===== src/rtl/alu_result_buffer.sv =====
// Registered FIFO between ALU and writeback: 1-cycle push-to-visible, in_ready from registered count only.
// Flags commit on push; ALU_RESULT_BUF_STICKY_M_EN adds a sticky signed-overflow bit (sticky_m/clr_sticky).
module alu_result_buffer #(
  parameter int DEPTH = 4,
  parameter int WIDTH = 32,
  parameter int TAG_W = 5
) (
  input  logic                     clk,
  input  logic                     rst,
  input  logic                     flush,
  input  logic                     in_valid,
  output logic                     in_ready,
  input  logic [WIDTH-1:0]         in_F,
  input  logic                     in_cout,
  input  logic                     in_z,
  input  logic                     in_n,
  input  logic                     in_m,
  input  logic                     in_setf,
  input  logic [TAG_W-1:0]         in_tag,
  output logic                     out_valid,
  input  logic                     out_ready,
  output logic [WIDTH-1:0]         out_F,
  output logic [TAG_W-1:0]         out_tag,
  output logic [3:0]               flags,
`ifdef ALU_RESULT_BUF_STICKY_M_EN
  output logic                     sticky_m,
  input  logic                     clr_sticky,
`endif
  output logic [$clog2(DEPTH):0]   count
);

  localparam int AW = $clog2(DEPTH);
  localparam logic [AW:0] FULL = (AW+1)'(DEPTH);

  logic [WIDTH-1:0] f_mem_q   [DEPTH];
  logic [TAG_W-1:0] tag_mem_q [DEPTH];

  logic [AW-1:0] wr_ptr_q, wr_ptr_d;
  logic [AW-1:0] rd_ptr_q, rd_ptr_d;
  logic [AW:0]   count_q, count_d;
  logic [3:0]    flags_q, flags_d;
  logic          push, pop;

  always_comb begin
    in_ready  = (count_q != FULL);
    out_valid = (count_q != '0);
    push      = in_valid && in_ready && !flush;
    pop       = out_valid && out_ready && !flush;

    wr_ptr_d = wr_ptr_q;
    rd_ptr_d = rd_ptr_q;
    count_d  = count_q;
    flags_d  = flags_q;

    if (flush) begin
      wr_ptr_d = '0;
      rd_ptr_d = '0;
      count_d  = '0;
    end else begin
      if (push) wr_ptr_d = wr_ptr_q + 1'b1;
      if (pop)  rd_ptr_d = rd_ptr_q + 1'b1;
      case ({push, pop})
        2'b10:   count_d = count_q + 1'b1;
        2'b01:   count_d = count_q - 1'b1;
        default: count_d = count_q;
      endcase
    end

    // Flags track push order so the next ALU op sees them before writeback drains.
    if (push && in_setf) flags_d = {in_n, in_z, in_cout, in_m};

    out_F   = out_valid ? f_mem_q[rd_ptr_q]   : '0;
    out_tag = out_valid ? tag_mem_q[rd_ptr_q] : '0;
  end

  always_ff @(posedge clk) begin
    if (push) begin
      f_mem_q[wr_ptr_q]   <= in_F;
      tag_mem_q[wr_ptr_q] <= in_tag;
    end
  end

  always_ff @(posedge clk) begin
    if (rst) begin
      wr_ptr_q <= '0;
      rd_ptr_q <= '0;
      count_q  <= '0;
      flags_q  <= '0;
    end else begin
      wr_ptr_q <= wr_ptr_d;
      rd_ptr_q <= rd_ptr_d;
      count_q  <= count_d;
      flags_q  <= flags_d;
    end
  end

  assign flags = flags_q;
  assign count = count_q;

`ifdef ALU_RESULT_BUF_STICKY_M_EN
  logic sticky_q;

  // A setting push wins over a same-cycle clear; flush leaves it alone.
  always_ff @(posedge clk) begin
    if (rst)                sticky_q <= 1'b0;
    else if (push && in_m)  sticky_q <= 1'b1;
    else if (clr_sticky)    sticky_q <= 1'b0;
  end

  assign sticky_m = sticky_q;
`endif

endmodule


===== config.mk =====
export PLATFORM = sky130hd
export DESIGN_NAME = alu_result_buffer
export DESIGN_NICKNAME = d
export VERILOG_FILES = /design/src/rtl/alu_result_buffer.sv
export SDC_FILE = /design/constraint.sdc
export NUM_CORES = 1
export LEC_CHECK = 0
export ABC_AREA = 1
export BUFFER_PORTS_ARGS = -buffer_cell sky130_fd_sc_hd__buf_2
export CAP_MARGIN = 5
export CORE_MARGIN = 3
export CORE_UTILIZATION = 27
export CTS_BUF_LIST = sky130_fd_sc_hd__clkbuf_2 sky130_fd_sc_hd__clkbuf_4 sky130_fd_sc_hd__clkbuf_8
export DETAILED_ROUTE_END_ITERATION = 8
export GPL_TIMING_DRIVEN = 0
export PLACE_DENSITY = 0.49
export SLEW_MARGIN = 20
export SYNTH_ARGS = -nofsm -noshare
export SYNTH_HDL_FRONTEND = slang
export SYNTH_SLANG_ARGS = --single-unit

===== constraint.sdc =====
create_clock -name clk -period 3.7 [get_ports clk]
set_input_delay 0.74 -clock clk [delete_from_list [all_inputs] [get_ports clk]]
set_output_delay 0.74 -clock clk [all_outputs]
set_load 0.02 [all_outputs]

# Word-level counts from Yosys, hierarchy flattened
# Memories as Yosys holds them, arrays and structs flattened. A register that Yosys moved wholly into a read port is not among the register bits.
# Index checks and enable logic that the tools add are counted.
# word_totals
register_bits	11
latchBits	0
mem_bits_rw	148
mem_bits_ro	0
input_bits	47
output_inout_bits	46
wordCells	31
mem_count	2
# memory_table
name	depth	width	rd	rd_ports_with_merged_regs	wr	line_no	source
f_mem_q	4	32	1	1	1	35	logic [WIDTH-1:0] f_mem_q [DEPTH];
tag_mem_q	4	5	1	1	1	36	logic [TAG_W-1:0] tag_mem_q [DEPTH];
# op_classes
n_addsub	4
multipliers	0
n_div	0
n_lt_le_gt_ge	0
n_eq_ne	3
shifts	0
n_mux	9
bitwise_logic	0
n_reduce_logical	9
# ops
cell	count
32-bit 2-to-1 mux	1
2-bit 2-to-1 mux	4
3-bit case mux with 2 select lines	1
1-bit logical AND	5
5-bit 2-to-1 mux	1
2-bit by 1-bit adder with 2-bit output (second input constant)	2
3-bit by 1-bit adder with 3-bit output (second input constant)	1
3-bit != test (second input constant)	1
3-bit nonzero test	1
3-bit by 1-bit subtractor with 3-bit output (second input constant)	1
2-bit by 1-bit equality test with 1-bit output (second input constant)	1
2-bit equality test (second input constant)	1
1-bit 2-to-1 mux	2
2-bit nonzero test	1
2-bit OR reduction	1
1-bit zero test	1

# Depth between registers and ports, before layout
# Gate-level depths: netlist of the first run.
# logic_depth
ltp_word	5
ltp_mapped	13
ltp_nobuf	13

# Worst setup path before layout of the first run
# Ideal clock, no wire load.
# synth_path
path_type	input-to-reg
start	input in_valid
end	memory f_mem_q[0][0] (enable)
setup_ps	431
arrival_ps	2740
required_ps	3269
path_slack_ps	529
cell_stages	4
n_path_buf	0
path_cell_list	inv_1 > nor2_2 > nand2_1 > nor2_1
# synth_between
elab_chain_cells	4
# synth_rtl
item	line_no	source
from (decl)	11	input logic in_valid,
1-bit logical AND (2 in series)	47	push = in_valid && in_ready && !flush;
1-bit 2-to-1 mux	77	if (push) begin
1-bit 2-to-1 mux (implied by the code)	78	f_mem_q[wr_ptr_q] <= in_F;
to (decl)	35	
# No other way between the ends.

==> results of run 1 <==
synth_stat cells:
library cell  number  area, sq um
a21oi_1           42          210
buf_1              3         11.3
buf_2              9         45.0
buf_4              8         60.1
clkbuf_1           2         7.51
clkbuf_2           4         20.0
dfxtp_1           13          260
edfxtp_1         148         4440
fa_1               1         20.0
ha_1               5         62.6
inv_1             31          116
inv_2              3         11.3
nand2_1           21         78.8
nand2_2            1         6.26
nand3_1            5         25.0
nand4_1            4         25.0
nor2_1           164          616
nor2_2             1         6.26
o21ai_0           28          140
o21ai_1           49          245
layer usage:
layer / wire (um) / track usage / up-vias
met1: 7150 / 0.157 / 2118
li1: - / - / 2102
met5: 27 / 0 / -
met3: 729 / 0.0402 / 17
met4: 127 / 0.0316 / 4
met2: 8040 / 0.226 / 88
cell families after synthesis:
logic type / count (synthesis) / share of synthesized area
AOI/OAI and AO/OA: 119 / 0.0929
buffers and inverters: 60 / 0.0423
DFF: 161 / 0.734
adders and majority gates: 6 / 0.0129
and+or+nand+nor: 196 / 0.118
how the worst max path moves through the flow:
stage / from / slack [ns] / to / cells after the start
floorplan: in_valid / 0.53 / f_mem_q[0][0]$_DFFE_PP_ / 4
global placement: flush / -1.19 / f_mem_q[3][21]$_DFFE_PP_ / 4
detailed placement: flush / 0.90 / f_mem_q[3][18]$_DFFE_PP_ / 5
CTS: register / 0.88 / out_F[29] / 6
global route: register / 0.74 / out_tag[0] / 6
finish: register / 0.93 / out_F[29] / 6
final cells by class:
type,instances,area share
clock inverters,12,0.0233
repair buffers,98,0.0774
flip-flops and latches,161,0.596
multi-input cells,321,0.186
inverters,34,0.0162
diodes,1,0.000317
clock buffers,20,0.0333
well taps,313,0.0496
plain buffers,26,0.0182
through the flow:
stage,worst slack [ns],setup TNS [ns],total power [W],util
6_report,0.927,0,0.00365,0.343
4_1_cts,0.875,0,0.00370,0.343
5_1_grt,0.743,0,0.00380,0.343
3_3_place_gp,-1.19,-166.63,0.00226,0.316
3_5_place_dp,0.896,0,0.00228,0.324
2_1_floorplan,0.529,0,0.00217,-
power by group:
part | internal (W) | switching (W) | total (W)
clock network | 0.000773 | 0.000641 | 0.00141
logic | 0.0000710 | 0.000143 | 0.000214
registers | 0.00201 | 0.00000769 | 0.00202
total | 0.00286 | 0.000791 | 0.00365
placed cells by master, fill, tap and decap left out, drive strengths merged:
master,netlist,final
diode,0,1
fa,1,1
o21ai,77,77
ha,5,5
buf,20,118
nand3,5,5
dfxtp,13,13
clkinv,0,5
inv,34,35
nor2,165,165
nand2,22,22
clkbuf,6,26
a21oi,42,42
bufinv,0,4
nand4,4,4
clkinvlp,0,2
edfxtp,148,148
sequential cells by signal (all words and copies together), names as in the netlist, named ones only:
signal,count
f_mem_q,128
tag_mem_q,20
flags,4
count,3
rd_ptr_q,2
wr_ptr_q,2
==> metrics.md, run 1 <==
| Metric | Value |
|---|---|
| CTS Buf Count | 17 |
| Avg Cell Area, Syn | roughly 12 sq um |
| Vias/cell | 4.39 |
| Post-route DRC | 0 |
| Leak pwr | around 3.0 nW |
| DP Wirelength | 10500 um |
| WHS | 0.507 ns |
| Slew Limit Fails | 0 |
| Final min period | between 2 and 3 ns |
| Placed instance area | roughly 7400 sq um |
| CTS tree | done |
| Initial antenna violation count | 2 |
| CP Cell Sequence | inv_2 > buf_4 > clkbuf_1 > o21ai_0 > a21oi_1 > buf_2 |
| Net Count, Synth | 595 |
| Seq. cell area | ~4700 sq um |
| Final ANT Viol Nets | 0 |
| Post-CTS Setup Bufs | 0 |
| First-pass GRT wire length | roughly 25000 um |
| Origin of the critical flop-to-flop path | count[1]$_SDFFE_PP0P_ |
| Top cell family by delay on the critical path | buffers and inverters |
| Hold path start | in_F[11] |
| Post_cts resized | 0 |
| WS Path Type | register to primary output |
| Root buffer selected by CTS | clkbuf_8 |
| Hold Path Class | input pin to register |
| Worst slew margin | 0.521 |
| Die X | 160 um |
| Drt first-iter violations | a little over 200 |
| Rows | between 50 and 60 |
| Routed wire length per instance | between 15 and 20 um |
| Worst vdd ir | 198 uV |
| Fillers | around 2300 |
| Worst path max stage delay | approximately 0.43 ns |
| Gr ovfl total | 0 |
| CP max FO | 10 |
| Area delta synth->final | 23.1% |
| Worst Hold End | f_mem_q[2][11]$_DFFE_PP_ |
| CTS sink count | about 160 |
| Max Cap Viol | 0 |
| Synth cell types | 20 |
| Core Region | 23000 sq um |
| Worst Skew | 0.0133 ns |
| Number of synthesized register bits | roughly 160 |
| Worst path required time | around 3.0 ns |
| GRT Resource Usage Total | 0.130 |
| Startpoint class of the critical path | register |
| Least-Margin Pin Slew | just over 0.7 ns |
| Largest net degree at the start of global routing | 20 |
| Clk_lat worst skew | 0.44 ns |
| Sequential area share after synthesis | 0.734 |
| Share of cells above drive strength 1 | 0.238 |
| R2R Setup Slk | 1.52 ns |
| Drt pass-1 iters | 6 |
| Vias | approximately 4300 |
| Drt total wl | 16100 um |
| Final setup vio count | 0 |
| Final Wtd Congestion | 0.728 |
| Critical Path Sink Type | primary output |
| WP buf/inv | 4 |
| Final cell count without fillers | ~990 |
| Die area | between 20000 and 30000 sq um |
| Io pins | between 90 and 100 |
| Cell count of the worst hold path | 1 |
| Status | complete, no violations |
| Unrepaired setup endpoints after global routing | false |
| # hold bufs at CTS | 0 |
| Yosys warns | 0 |
| Final period util | 0.750 |
| Cells after DPL | between 900 and 1000 |
| CTS max path bufs | 2 |
| Reg-to-Reg End | f_mem_q[3][15]$_DFFE_PP_ |
| Max Freq | 361 MHz |
| Initial Utilization | 0.279 |
| Nets | 712 |
| Final hold vios | 0 |
| Gate Count Post-Synth | roughly 540 |
| Port bufs | just over 90 |
| Reg clk slew, reported paths | approximately 0.09 ns |
| PwrDens | roughly 460 nW/um^2 |
| H-tree Lvls | 4 |
| Die Span Y | roughly 160 um |
| Slowest-stage cell, CP | clkbuf_1 |
| Mapped cell area | ~6400 sq um |
| Critical path arrival | between 2 and 2.5 ns |
| Multi-input gate area | ~1500 sq um |
| Final instance area | 7890 sq um |
| R2R depth | 5 |
| Vias in the first global route | 4574 |
Note: power is estimated with default switching activity, not from simulation.
==> inputs of run 2 (changes only) <==
PLACE_DENSITY = 0.5   (was 0.49)
clock period = 2.4 ns   (was 3.7 ns; I/O delays follow)
==> run 2 against run 1 <==
Net effect:
- die area stayed put
- utilization is 0.42 points higher
- power is 50% higher
- flip-flop and latch count stayed put
- setup slack worse by 0.82 ns
- clock power is 43% higher
- clock-buffer cell count is 3 lower
- sequential power is 54% higher
- design area is 1.2% higher
- via count is 3.8% lower
- first-iteration DRC count is 7.8% lower
- critical path type unchanged
- largest cell class unchanged
==> metrics.md, run 2 (same netlist as run 1, synthesis figures left out) <==
| Metric | Value |
|---|---|
| Status | complete, no violations |
| Final cell count without fillers | between 900 and 1000 |
| Hold Path Class | input pin to register |
| Startpoint class of the critical path | register |
| Met2 WL | about 7700 um |
| Port bufs | 92 |
| Final setup vio count | 0 |
| Vias/cell | between 4 and 5 |
| Routed wire length per instance | 15.9 um |
| Final min period | about 2.3 ns |
| H-tree Lvls | 4 |
| Worst vdd ir | roughly 290 uV |
| Biggest register | f_mem_q |
| Vias in the first global route | ~4300 |
| Final Wtd Congestion | 0.684 |
| CTS max path bufs | 2 |
| CTS Buf Count | 17 |
| Least-Margin Pin Slew | around 0.65 ns |
| Drt first-iter violations | 188 |
| First-pass GRT wire length | 24400 um |
| Vias | about 4200 |
| Initial Utilization | 0.279 |
| Root buffer selected by CTS | clkbuf_8 |
| Clk_lat worst skew | between 0.4 and 0.5 ns |
| Rows | 55 |
| PwrDens | roughly 690 nW/um^2 |
| Slew Limit Fails | 0 |
| Total power | 0.00548 W |
| Gr ovfl total | 0 |
| Commonest cells after routing, fill and taps aside | 160 x nor2_1, 148 x edfxtp_1, 92 x buf_2 |
| Share of cells above drive strength 1 | 0.257 |
| WS Path Type | register to primary output |
| Worst slew margin | 0.562 |
| Post-route DRC | 0 |
| CTS sink count | around 160 |
| Die Span Y | about 160 um |
| Routed wl met3 | roughly 610 um |
| Most common cell after layout, fill and taps aside | nor2_1 |
| Drt total wl | between 15000 and 20000 um |
| Die X | between 150 and 200 um |
| Worst Skew | between 0.01 and 0.015 ns |
| Final period util | 0.956 |
| Drt pass-1 iters | 4 |
| Worst path required time | 1.92 ns |
| Final ANT Viol Nets | 0 |
| Leak pwr | 2.97 nW |
| Area delta synth->final | 24.6% |
| Unrepaired setup endpoints after global routing | true |
| GRT Resource Usage Total | 0.127 |
| Largest net degree at the start of global routing | 22 |
| Core Region | 23000 sq um |
| # diodes | 0 |
| Initial antenna violation count | 0 |
| Max Cap Viol | 0 |
| Io pins | 93 |
| WL met1 | approximately 7300 um |
| Fillers | approximately 2300 |
| Nets | 713 |
| Final hold vios | 0 |
| Die area | about 26000 sq um |
| DP Wirelength | between 10000 and 15000 um |
| Cells after DPL | around 950 |
| Critical Path Sink Type | primary output |
| Max Freq | between 400 and 500 MHz |
| Critical path arrival | between 1.5 and 2 ns |
| CTS tree | done |
| Top sig layer | met4 |
| Reg clk slew, reported paths | about 0.08 ns |
| Largest register FFs | approximately 130 |
| CP max FO | 10 |
==> run 2: layout make-up <==
type	count	area (sq um)	share of cell area
tap	313	392	0.0490
timing repair buffer	99	656	0.0821
sequential	161	4710	0.589
buffer	26	213	0.0266
clock buffer	17	234	0.0293
multi-input combinational	321	1490	0.187
clock inverter	15	164	0.0205
inverter	34	133	0.0166
==> run 2: routing by layer <==
layer / vias up / global-route usage
li1: 2112 / -
met3: 11 / 0.0304
met2: 88 / 0.212
met4: 0 / 0.0402
met5: - / 0
met1: 1954 / 0.162
==> run 2: what timing repair did <==
item                                    in CTS  in global routing
pin swaps                                    0                  2
endpoints found under the setup margin      33                 32
setup buffers                                0                  0
gates resized for setup                     19                 28
cloned                                       0                  0
hold buffers                                 0                  0
==> run 2: path summary, 6_finish.rpt <==
| check | from | to | slack (ns) | depth (start not counted) |
|---|---|---|---|---|
| max reg2reg | count[1]$_SDFFE_PP0P_ | count[2]$_SDFFE_PP0P_ | 0.33 | 12 |
| min | in_F[21] | f_mem_q[0][21]$_DFFE_PP_ | 0.24 | 1 |
| max | count[1]$_SDFFE_PP0P_ | out_F[23] | 0.10 | 6 |
| min reg2reg | rd_ptr_q[1]$_SDFFE_PP0P_ | rd_ptr_q[1]$_SDFFE_PP0P_ | 0.50 | 2 |
==> run 2: metrics by stage <==
step | TNS [ns] | util | hold WS [ns] | cell area [sq um] | setup WS [ns]
2_1_floorplan | -79.79 | - | 0.463 | 6410 | -0.539
4_1_cts | 0 | 0.345 | 0.200 | 7930 | 0.00735
3_3_place_gp | -314.48 | 0.316 | 0.492 | 7260 | -2.21
5_1_grt | -0.0000191 | 0.348 | 0.205 | 7990 | -0.0000191
6_report | 0 | 0.348 | 0.238 | 7990 | 0.105
3_5_place_dp | -2.56 | 0.325 | 0.490 | 7480 | -0.123
==> run 2: power breakdown <==
| part | leakage [nW] | switching, W | internal (W) |
|---|---|---|---|
| Sequential | 1.45 | 0.0000112 | 0.00310 |
| Clock | 0.201 | 0.00100 | 0.00102 |
| Combinational | 1.32 | 0.000224 | 0.000116 |
| Total | 2.97 | 0.00124 | 0.00424 |
==> run 2: critical path: stages (launching register included) <==
cell and delay (ns):
dfxtp_1 0.38, nor2_1 0.09, nand2_2 0.13, clkinv_4 0.14, buf_4 0.22, a21oi_1 0.22
buf_4 0.19
==> inputs of run 3 (changes only) <==
ABC_AREA = not set   (was 1)
==> run 3 against run 2 <==
Net effect:
- the flow now finishes with violations (negative setup slack)
- non-clock buffer count decreased by 12
- first-iteration DRC count is 35% lower
- design area hardly changed
- maximum frequency shrank 5.5%
- cell count shrank 24%
- critical path type unchanged
- critical endpoint is now out_F[1]
- largest cell class unchanged
- largest power group unchanged
- highest routed layer is now met5
==> metrics.md, run 3 <==
| Metric | Value |
|---|---|
| WP buf/inv | 4 |
| Final period util | 1.01 |
| CTS sink count | about 160 |
| Reg clk slew, reported paths | roughly 0.090 ns |
| Die Span Y | approximately 160 um |
| Root buffer selected by CTS | clkbuf_8 |
| # diodes | 0 |
| Worst slew margin | 0.565 |
| Sequential area share after synthesis | 0.749 |
| Worst path max stage delay | 0.49 ns |
| Asr flop ratio synth | 0 |
| CTS tree | done |
| Net Count, Synth | about 360 |
| CP Cell Sequence | buf_12 > buf_8 > buf_6 > mux4_2 > nor2b_4 > buf_6 |
| Fillers | roughly 2200 |
| Dominant cell type by area after synthesis | edfxtp_1 |
| Final WS setup | -0.0290 ns |
| Port bufs | about 90 |
| Met3 Resource Use GR | 0.0337 |
| Routed wire length per instance | roughly 18 um |
| Hold Path Class | input pin to register |
| Startpoint class of the critical path | register |
| Initial Utilization | 0.276 |
| Status | finished, violations left |
| Drt total wl | about 13000 um |
| Main synth FF type | edfxtp_1 |
| Crit path capture | out_F[1] |
| Number of synthesized register bits | 161 |
| Hold path start | in_F[10] |
| Avg Cell Area, Syn | roughly 20 sq um |
| Clk_lat worst skew | between 0.4 and 0.5 ns |
| Met1 usage | 0.136 |
| Multi-input gate area | 1610 sq um |
| # hold bufs at CTS | 0 |
| Final min period | 2.43 ns |
| Worst vdd ir | 285 uV |
| Gr busiest metal | met2 |
| Core Util, Final | 0.351 |
| Gr ovfl total | 0 |
| Largest register FFs | around 130 |
| Gate Count Post-Synth | 311 |
| Reg-to-Reg End | count[2]$_SDFFE_PP0P_ |
| Vias in the first global route | between 3000 and 4000 |
| Mapped cell area | about 6300 sq um |
| Nets | roughly 480 |
| Top cell family by delay on the critical path | buffers and inverters |
| Largest net degree at the start of global routing | 38 |
| Met2 GRT Util | 0.189 |
| Area delta synth->final | 27.1% |
| Vias | ~3200 |
| Slowest-stage cell, CP | mux4_2 |
| Unrepaired setup endpoints after global routing | true |
| Rows | 55 |
| Critical path arrival | around 2 ns |
| CTS Buf Count | 17 |
| Final ANT Viol Nets | 0 |
| Die X | approximately 160 um |
| GRT Resource Usage Total | 0.111 |
| DP Wirelength | slightly below 8000 um |
| Violated checks | negative setup slack |
| Drt pass-1 iters | 4 |
| Commonest cells after routing, fill and taps aside | 148 x edfxtp_1, 66 x buf_2, 37 x mux4_2 |
| Most common cell after layout, fill and taps aside | edfxtp_1 |
| Synth cell types | 28 |
| Slew Limit Fails | 0 |
| Worst path required time | 1.92 ns |
| EDFF count, synth | approximately 150 |
| WS Path Type | register to primary output |
| Io pins | slightly above 90 |
| First-pass GRT wire length | 20300 um |
| Pre-CTS setup slack | -0.0935 ns |
| Drt first-iter violations | 123 |
| Origin of the critical flop-to-flop path | count[2]$_SDFFE_PP0P_ |
| Share of cells above drive strength 1 | 0.463 |
| Vias/cell | around 4.2 |
| Seq. cell area | about 4700 sq um |
| H-tree Lvls | 4 |
| Cell with the most instances after synthesis | edfxtp_1 |
| CP max FO | 7 |
| Die area | 25100 sq um |
| Worst Skew | between 0.01 and 0.015 ns |
| Yosys warns | 0 |
| Critical Path Sink Type | primary output |
| Post-route DRC | 0 |
| Max Freq | 412 MHz |
| Critical Path Stages | 6 |
| R2R depth | 9 |
| Yosys top cell area share | 0.707 |
| Initial antenna violation count | 1 |
| Least-Margin Pin Slew | 0.652 ns |
| Commonest cells post-synth | 148 x edfxtp_1, 38 x nor2b_1, 37 x mux4_2 |
| Final setup vio count | 7 |
| Most used cell, CP | buf_6 |
| PwrDens | approximately 670 nW/um^2 |
| CTS max path bufs | 2 |
| Final Wtd Congestion | about 0.65 |
| Biggest register | f_mem_q |
| Leak pwr | about 2.7 nW |
| Final hold vios | 0 |
| Synth area leaders | edfxtp_1 71%, mux4_2 13%, dfxtp_1 4.1% |
| Core Region | 22800 sq um |
| R2R Setup Slk | between 0.15 and 0.2 ns |
| Max Cap Viol | 0 |
==> run 3: cell types whose count changed in the layout (fill, tap and decap cells not counted), moves of 18 or more <==
cell / change
nor2_1: -152
o21ai_1: -49
mux4_2: +37
a21oi_1: -32
buf_2: -26
o21ai_0: -25
inv_1: -24
nor2b_1: +20
buf_6: +18
nand2_1: -18
nor2b_4: +18
==> run 3: metrics by stage <==
stage	cell area (sq um)	TNS (ns)	total power [W]	std cells	hold slack (ns)
5_1_grt	7990	-3.11	0.00556	754	0.210
6_report	7990	-0.0682	0.00534	754	0.256
2_1_floorplan	6280	0	0.00331	311	0.459
3_3_place_gp	7130	-115.53	0.00343	715	0.461
4_1_cts	7800	-1.36	0.00538	753	0.214
3_5_place_dp	7150	-0.471	0.00344	715	0.471
==> run 3: power by group <==
part / leakage (nW) / switching, W / internal [W]
Clock: 0.175 / 0.000989 / 0.000928
Combinational: 1.07 / 0.000163 / 0.000145
Sequential: 1.45 / 0.0000112 / 0.00310
Total: 2.69 / 0.00116 / 0.00417
==> run 3: per-layer routing <==
| metal | wire length, um | part of all wire |
|---|---|---|
| met2 | 6880 | 0.52 |
| met3 | 616 | 0.046 |
| met4 | 143 | 0.011 |
| met1 | 5620 | 0.42 |
| met5 | 9 | 0.00068 |
==> run 3: worst min path at each step <==
stage	endpoint	cells after the start	slack, ns
6_report	f_mem_q[2][10]$_DFFE_PP_	1	0.26
3_5_place_dp	flags[3]$_SDFFE_PP0P_	2	0.47
2_1_floorplan	register	2	0.46
3_3_place_gp	flags[1]$_SDFFE_PP0P_	2	0.46
4_1_cts	f_mem_q[0][17]$_DFFE_PP_	1	0.21
5_1_grt	f_mem_q[3][24]$_DFFE_PP_	1	0.21
==> run 3: area by class of cell <==
class	instances	share of cell area
Sequential cell	161	0.589
Clock buffer	18	0.0302
Multi-Input combinational cell	127	0.202
Clock inverter	14	0.0174
Buffer	15	0.0221
Inverter	8	0.00376
Tap cell	313	0.0490
Timing Repair Buffer	98	0.0865
==> run 3: what timing repair did <==
item                                   in CTS  in global routing
buffers inserted                            5                  0
setup endpoints to repair                  31                 38
gates resized for setup                    63                 46
pin swaps                                   0                  0
endpoints found under the hold margin       0                  0
gates cloned                                1                  1
==> run 3: logic make-up after synthesis <==
| family | after synthesis | share of synthesized area |
|---|---|---|
| mux | 41 | 0.139 |
| simple gates | 68 | 0.0663 |
| compound gates | 9 | 0.00796 |
| flops | 161 | 0.749 |
| fa+ha+maj | 6 | 0.0131 |
| buf+inv | 23 | 0.0207 |
| xor+xnor | 3 | 0.00418 |
